**src/rtl/regfile_write_arbiter_pkg.sv**
```systemverilog
// Core register-file types shared by the writeback path and register_file.
// Defines the write-port control word and the per-requester writeback payload.
package regfile_write_arbiter_pkg;

  localparam int XLEN  = 32;
  localparam int REG_W = 5;

  typedef logic [REG_W-1:0] rv_reg_t;

  typedef struct packed {
    logic            enable;
    rv_reg_t         which_register;
    logic [XLEN-1:0] value;
  } reg_write_control_t;

  typedef struct packed {
    rv_reg_t         rd;
    logic [XLEN-1:0] value;
  } wb_req_t;

  // x0 is hard-wired zero, so it never matches an in-flight write.
  function automatic logic fwd_match(input reg_write_control_t wc, input rv_reg_t rs);
    return wc.enable && (rs != '0) && (wc.which_register == rs);
  endfunction

endpackage

```
**src/rtl/regfile_write_arbiter_rr_priority_picker.sv**
```systemverilog
// Combinational rotate-and-find-first: picks the first set request at or after
// the pointer position, wrapping modulo N. Outputs one-hot grant, index and any.
module rr_priority_picker #(
  parameter  int N  = 2,
  localparam int IW = $clog2(N)
) (
  input  logic [N-1:0]  i_req,
  input  logic [IW-1:0] i_ptr,
  output logic [N-1:0]  o_grant,
  output logic [IW-1:0] o_idx,
  output logic          o_any
);

  function automatic logic [IW-1:0] rot(input logic [IW-1:0] p, input int k);
    int s;
    s = int'(p) + k;
    if (s >= N) s = s - N;
    return IW'(s);
  endfunction

  // Scan from farthest to nearest so the nearest valid request wins last.
  always_comb begin
    o_grant = '0;
    o_idx   = '0;
    o_any   = 1'b0;
    for (int k = N - 1; k >= 0; k--) begin
      if (i_req[rot(i_ptr, k)]) begin
        o_idx = rot(i_ptr, k);
        o_any = 1'b1;
      end
    end
    if (o_any) o_grant[o_idx] = 1'b1;
  end

endmodule

```
**src/rtl/regfile_write_arbiter.sv**
```systemverilog
// Round-robin arbiter sharing the register file's single write port among NUM_REQ
// writeback sources. Optional feature macro WB_ARB_FWD_EN adds operand forwarding.
module regfile_write_arbiter
  import regfile_write_arbiter_pkg::*;
#(
  parameter  int NUM_REQ = 2,
  localparam int IDX_W   = $clog2(NUM_REQ)
) (
  input  logic                             clock,
  input  logic                             reset,
  input  logic [NUM_REQ-1:0]               req_valid,
  output logic [NUM_REQ-1:0]               req_ready,
  input  rv_reg_t [NUM_REQ-1:0]            req_rd,
  input  logic [NUM_REQ-1:0][XLEN-1:0]     req_value,
  input  logic                             wr_stall,
  output reg_write_control_t               write_control,
  output logic [IDX_W-1:0]                 grant_idx
`ifdef WB_ARB_FWD_EN
  ,
  input  rv_reg_t                          fwd_rs1,
  input  rv_reg_t                          fwd_rs2,
  output logic [XLEN-1:0]                  fwd_rs1_val,
  output logic [XLEN-1:0]                  fwd_rs2_val,
  output logic                             fwd_rs1_hit,
  output logic                             fwd_rs2_hit
`endif
);

  logic [NUM_REQ-1:0] w_mask_p0;
  logic [NUM_REQ-1:0] w_grant_p0;
  logic [IDX_W-1:0]   w_idx_p0;
  logic               vld_p0;
  wb_req_t            w_req_p0 [NUM_REQ];
  wb_req_t            w_sel_p0;

  logic [IDX_W-1:0]   r_ptr;
  reg_write_control_t r_wc_p1;
  logic [IDX_W-1:0]   r_gidx_p1;

  function automatic logic [IDX_W-1:0] ptr_after(input logic [IDX_W-1:0] i);
    if (int'(i) == NUM_REQ - 1) return '0;
    return i + 1'b1;
  endfunction

  // Stage p0: arbitration over the live requests.
  assign w_mask_p0 = (wr_stall || reset) ? '0 : req_valid;

  rr_priority_picker #(.N(NUM_REQ)) u_picker (
    .i_req   (w_mask_p0),
    .i_ptr   (r_ptr),
    .o_grant (w_grant_p0),
    .o_idx   (w_idx_p0),
    .o_any   (vld_p0)
  );

  always_comb begin
    for (int i = 0; i < NUM_REQ; i++) begin
      w_req_p0[i].rd    = req_rd[i];
      w_req_p0[i].value = req_value[i];
    end
    w_sel_p0 = w_req_p0[w_idx_p0];
  end

  assign req_ready = w_grant_p0;

  // Stage p1: registered write port; x0 writes are accepted but never enabled.
  always_ff @(posedge clock) begin
    if (reset) begin
      r_ptr     <= '0;
      r_gidx_p1 <= '0;
      r_wc_p1   <= '0;
    end else begin
      if (vld_p0) begin
        r_ptr     <= ptr_after(w_idx_p0);
        r_gidx_p1 <= w_idx_p0;
      end
      if (vld_p0 && (w_sel_p0.rd != '0)) begin
        r_wc_p1.enable         <= 1'b1;
        r_wc_p1.which_register <= w_sel_p0.rd;
        r_wc_p1.value          <= w_sel_p0.value;
      end else begin
        r_wc_p1 <= '0;
      end
    end
  end

  assign write_control = r_wc_p1;
  assign grant_idx     = r_gidx_p1;

`ifdef WB_ARB_FWD_EN
  always_comb begin
    fwd_rs1_hit = fwd_match(r_wc_p1, fwd_rs1);
    fwd_rs2_hit = fwd_match(r_wc_p1, fwd_rs2);
    fwd_rs1_val = fwd_rs1_hit ? r_wc_p1.value : '0;
    fwd_rs2_val = fwd_rs2_hit ? r_wc_p1.value : '0;
  end
`endif

endmodule

```
**config.mk**
```make
export PLATFORM = sky130hd
export DESIGN_NAME = regfile_write_arbiter
export DESIGN_NICKNAME = d
export VERILOG_FILES = /design/src/rtl/regfile_write_arbiter_pkg.sv /design/src/rtl/regfile_write_arbiter_rr_priority_picker.sv /design/src/rtl/regfile_write_arbiter.sv
export SDC_FILE = /design/constraint.sdc
export NUM_CORES = 1
export LEC_CHECK = 0
export CAP_MARGIN = 15
export CORE_MARGIN = 3
export CORE_UTILIZATION = 53
export CTS_CLUSTER_DIAMETER = 40
export DETAILED_ROUTE_END_ITERATION = 7
export DONT_BUFFER_PORTS = 1
export PLACE_DENSITY = 0.68
export SLEW_MARGIN = 25
export SYNTH_ARGS = -nofsm -noshare
export SYNTH_HDL_FRONTEND = slang
export SYNTH_HIERARCHICAL = 1
export SYNTH_SLANG_ARGS = --single-unit
```
**constraint.sdc**
```tcl
create_clock -name clock -period 1.9 [get_ports clock]
set_input_delay 0.285 -clock clock [delete_from_list [all_inputs] [get_ports clock]]
set_output_delay 0.285 -clock clock [all_outputs]
set_load 0.005 [all_outputs]
```
==> flow_metrics.env <==
export IMPL_synthArstFlopShare=0
export IMPL_cts_htree_levels=2
export IMPL_area_growth_pct=8.66
export IMPL_die_area_sq_um=3990
export IMPL_worst_pin_slew_ns=0.348
export IMPL_clkLatencyLatePin_ns=0.34
export IMPL_ys_flop_type="dfxtp_1"
export IMPL_drc_errors=0
export IMPL_core_area_sq_um=3080
export IMPL_max_clock_path_buffers=2
export IMPL_first_pass_iters=3
export IMPL_synth_seq_cells=40
export IMPL_synth_largest_area_cell="dfxtp_1"
export IMPL_cellInternalPower_mw=1.21
export IMPL_finalCriticalPeriod_ns=1.59
export IMPL_switchingPower_uw=349
export IMPL_synth_area_sq_um=1730
export IMPL_p_per_area_nw_per_um2=827
export IMPL_drtAntennaViolNets=0
export IMPL_synth_top_cell_area_share=0.462
export IMPL_ys_seq_area_frac=0.462
export IMPL_drt_vias_per_instance=5.53
export IMPL_cts_tree="yes"
export IMPL_ioPinCount=120
export IMPL_grt_antenna_before_repair=0
export IMPL_cts_buffers=5
export IMPL_cp_max_fo=19
export IMPL_row_count=20
export IMPL_fp_dieH_microns=63.2
export IMPL_place_congestion=0.710
export IMPL_period_share=0.839
export IMPL_drt_wl_total_microns=3390
export IMPL_cts_repair_resized=0
export IMPL_r2r_start="r_ptr"
export IMPL_post_cts_setup_buffers=0
export IMPL_clock_skew_final_ns=0.00924
export IMPL_cts_root_buf="clkbuf_4"
export IMPL_hold_viol_final=0
export IMPL_ir_worst_vdd_v=0.000475
export IMPL_portBuffers=0
export IMPL_cp_start_kind="register"
export IMPL_grt_max_degree=22
export IMPL_ys_warn_count=6
export IMPL_cts_sinks=40
export IMPL_ys_top_cells_by_area="dfxtp_1 (46%), mux2i_1 (23%), nor3_2 (17%)"
export IMPL_crit_arrival_ns=1.83
export IMPL_path_clk_slew_ns=0.11
export IMPL_fmax_mhz=627
export IMPL_max_cap_violations=0
export IMPL_seqPwrFrac=0.567
export IMPL_grt_pass1_wl_microns=5370
export IMPL_synth_distinct_cells=17
export IMPL_synth_nets=224
export IMPL_rr_worst_depth=6
export IMPL_reg2reg_to="write_control[4]"
export IMPL_nNetsFinal=227
export IMPL_syn_avg_cell_area_sq_um=12.0
export IMPL_chipWidth_microns=63.2
export IMPL_cp_required_ns=2.13
export IMPL_critical_path_class="reg -> reg"
export IMPL_initial_core_util=0.563
export IMPL_rsz0062_at_grt="no"
export IMPL_setup_viol=0
export IMPL_wl_per_cell_microns=17.6
export IMPL_endpoint="write_control[4]"
export IMPL_slew_limit_headroom=0.768
export IMPL_setup_tns_ns=0
export IMPL_syn_inst=145
export IMPL_grt_pass1_vias=1118
export IMPL_reg2reg_slack_ns=0.31
export IMPL_hpwl_microns=2650
export IMPL_setup_worst_path_end_class="register"
export IMPL_synth_edf_count=0
export IMPL_synth_most_common_cell="dfxtp_1"
export IMPL_post_route_util=0.612
export IMPL_holdCritPathClass="in -> reg"
export IMPL_finalMaxSlewViolations=0
export IMPL_outcome="complete, no violations"
export IMPL_vias=1068
export IMPL_track_usage=0.176
export IMPL_insertedDiodeCount=0
export IMPL_fillers=267
export IMPL_cp_startpoint="r_ptr"
export IMPL_combPwrFrac=0.091
export IMPL_p_leak_nw=0.618
export IMPL_synth_cells_most_frequent="dfxtp_1 (40), mux2i_1 (39), nor3_2 (29), nor2_1 (8), buf_2 (6)"
export IMPL_drtIter0Drc=41
export IMPL_clkPwrFrac=0.342
export IMPL_gr_total_overflow=0
export IMPL_swShare=0.224
export IMPL_layout_drive_gt1_share=0.322
[stage by stage]
| stage | hold slack [ns] | instances | setup slack [ns] | cell area, sq um | power (mW) |
|---|---|---|---|---|---|
| 2_1_floorplan | 0.357 | 145 | 0.217 | 1730 | 1.02 |
| 4_1_cts | 0.0803 | 193 | 0.292 | 1880 | 1.58 |
| 6_report | 0.0928 | 193 | 0.306 | 1880 | 1.56 |
| 3_5_place_dp | 0.364 | 184 | 0.0380 | 1800 | 1.04 |
| 3_3_place_gp | 0.359 | 184 | 0.114 | 1800 | 1.04 |
| 5_1_grt | 0.0733 | 193 | 0.160 | 1880 | 1.64 |
[cell type report]
type / instances / area, sq um / share of cell area
flip-flops and latches: 40 / 801 / 0.425
inverters: 2 / 7.51 / 0.00399
well taps: 44 / 55.1 / 0.0292
clock buffers: 6 / 41.3 / 0.0219
multi-input cells: 91 / 856 / 0.454
repair buffers: 8 / 87.6 / 0.0465
clock inverters: 2 / 35.0 / 0.0186
[sequential cells by signal (all words and copies together) (netlist names)]
register and cells:
write_control 38, grant_idx 1, r_ptr 1
[power by group through the flow]
stage | combinational (mW) | sequential [mW] | clock [mW]
finish | 0.142 | 0.882 | 0.533
global route | 0.157 | 0.885 | 0.597
CTS | 0.144 | 0.884 | 0.548
detailed placement | 0.142 | 0.902 | 0
global placement | 0.136 | 0.902 | 0
floorplan | 0.121 | 0.897 | 0
[worst min path at each step]
stage / start / slack, ns / depth (start not counted) / end
after floorplan: reset / 0.36 / 1 / grant_idx
after global placement: reset / 0.36 / 1 / r_ptr
after detailed placement: reset / 0.36 / 1 / grant_idx
after CTS: req_rd[3] / 0.08 / 2 / write_control[35]
after global routing: req_rd[3] / 0.07 / 2 / write_control[35]
final: req_rd[2] / 0.09 / 2 / write_control[34]
[worst max-delay path, cell delays in order, from the launching register on]
cell      delay (ns)
dfxtp_1         0.37
inv_1           0.09
a21boi_4        0.28
nor3b_1         0.29
o22a_4          0.22
buf_12          0.17
nor3_2          0.06
[layer usage]
layer  share of wire  track usage  wire (microns)  vias up
met5               0            0               0        -
met1            0.35        0.172            1180      480
li1                -            -               -      517
met4           0.015       0.0566              50        0
met2            0.54        0.321            1840       65
met3           0.096       0.0856             327        6
[logic make-up (layout without fill, tap and decap cells)]
family                 after synthesis  after routing  synth area share
flip-flops                          40             40             0.462
AO/OA/AOI/OAI                        4              4            0.0231
AND/OR/NAND/NOR                     48             48             0.238
buffers and inverters               14             18            0.0520
multiplexers                        39             39             0.225
[what timing repair did]
| item | CTS | global route |
|---|---|---|
| hold endpoints to repair | 2 | 0 |
| setup endpoints to repair | 0 | 0 |
| hold buffers | 1 | 0 |
[cells in the final DEF (no fill, tap or decap)]
| cell type | count |
|---|---|
| dfxtp_1 | 40 |
| mux2i_1 | 39 |
| nor3_2 | 29 |
| nor2_1 | 8 |
| clkbuf_4 | 5 |
| buf_4 | 5 |
| nor3_1 | 4 |
| nor3b_1 | 3 |
| inv_1 | 2 |
| buf_12 | 2 |
| a21boi_1 | 2 |
| nor4b_4 | 1 |
| nor4_2 | 1 |
| o22a_4 | 1 |
| nand2b_2 | 1 |
| bufinv_16 | 1 |
| clkbuf_1 | 1 |
| clkinv_2 | 1 |
| dlygate4sd3_1 | 1 |
| a21boi_4 | 1 |
| or2_1 | 1 |
Note: power is estimated with default switching activity, not from simulation.
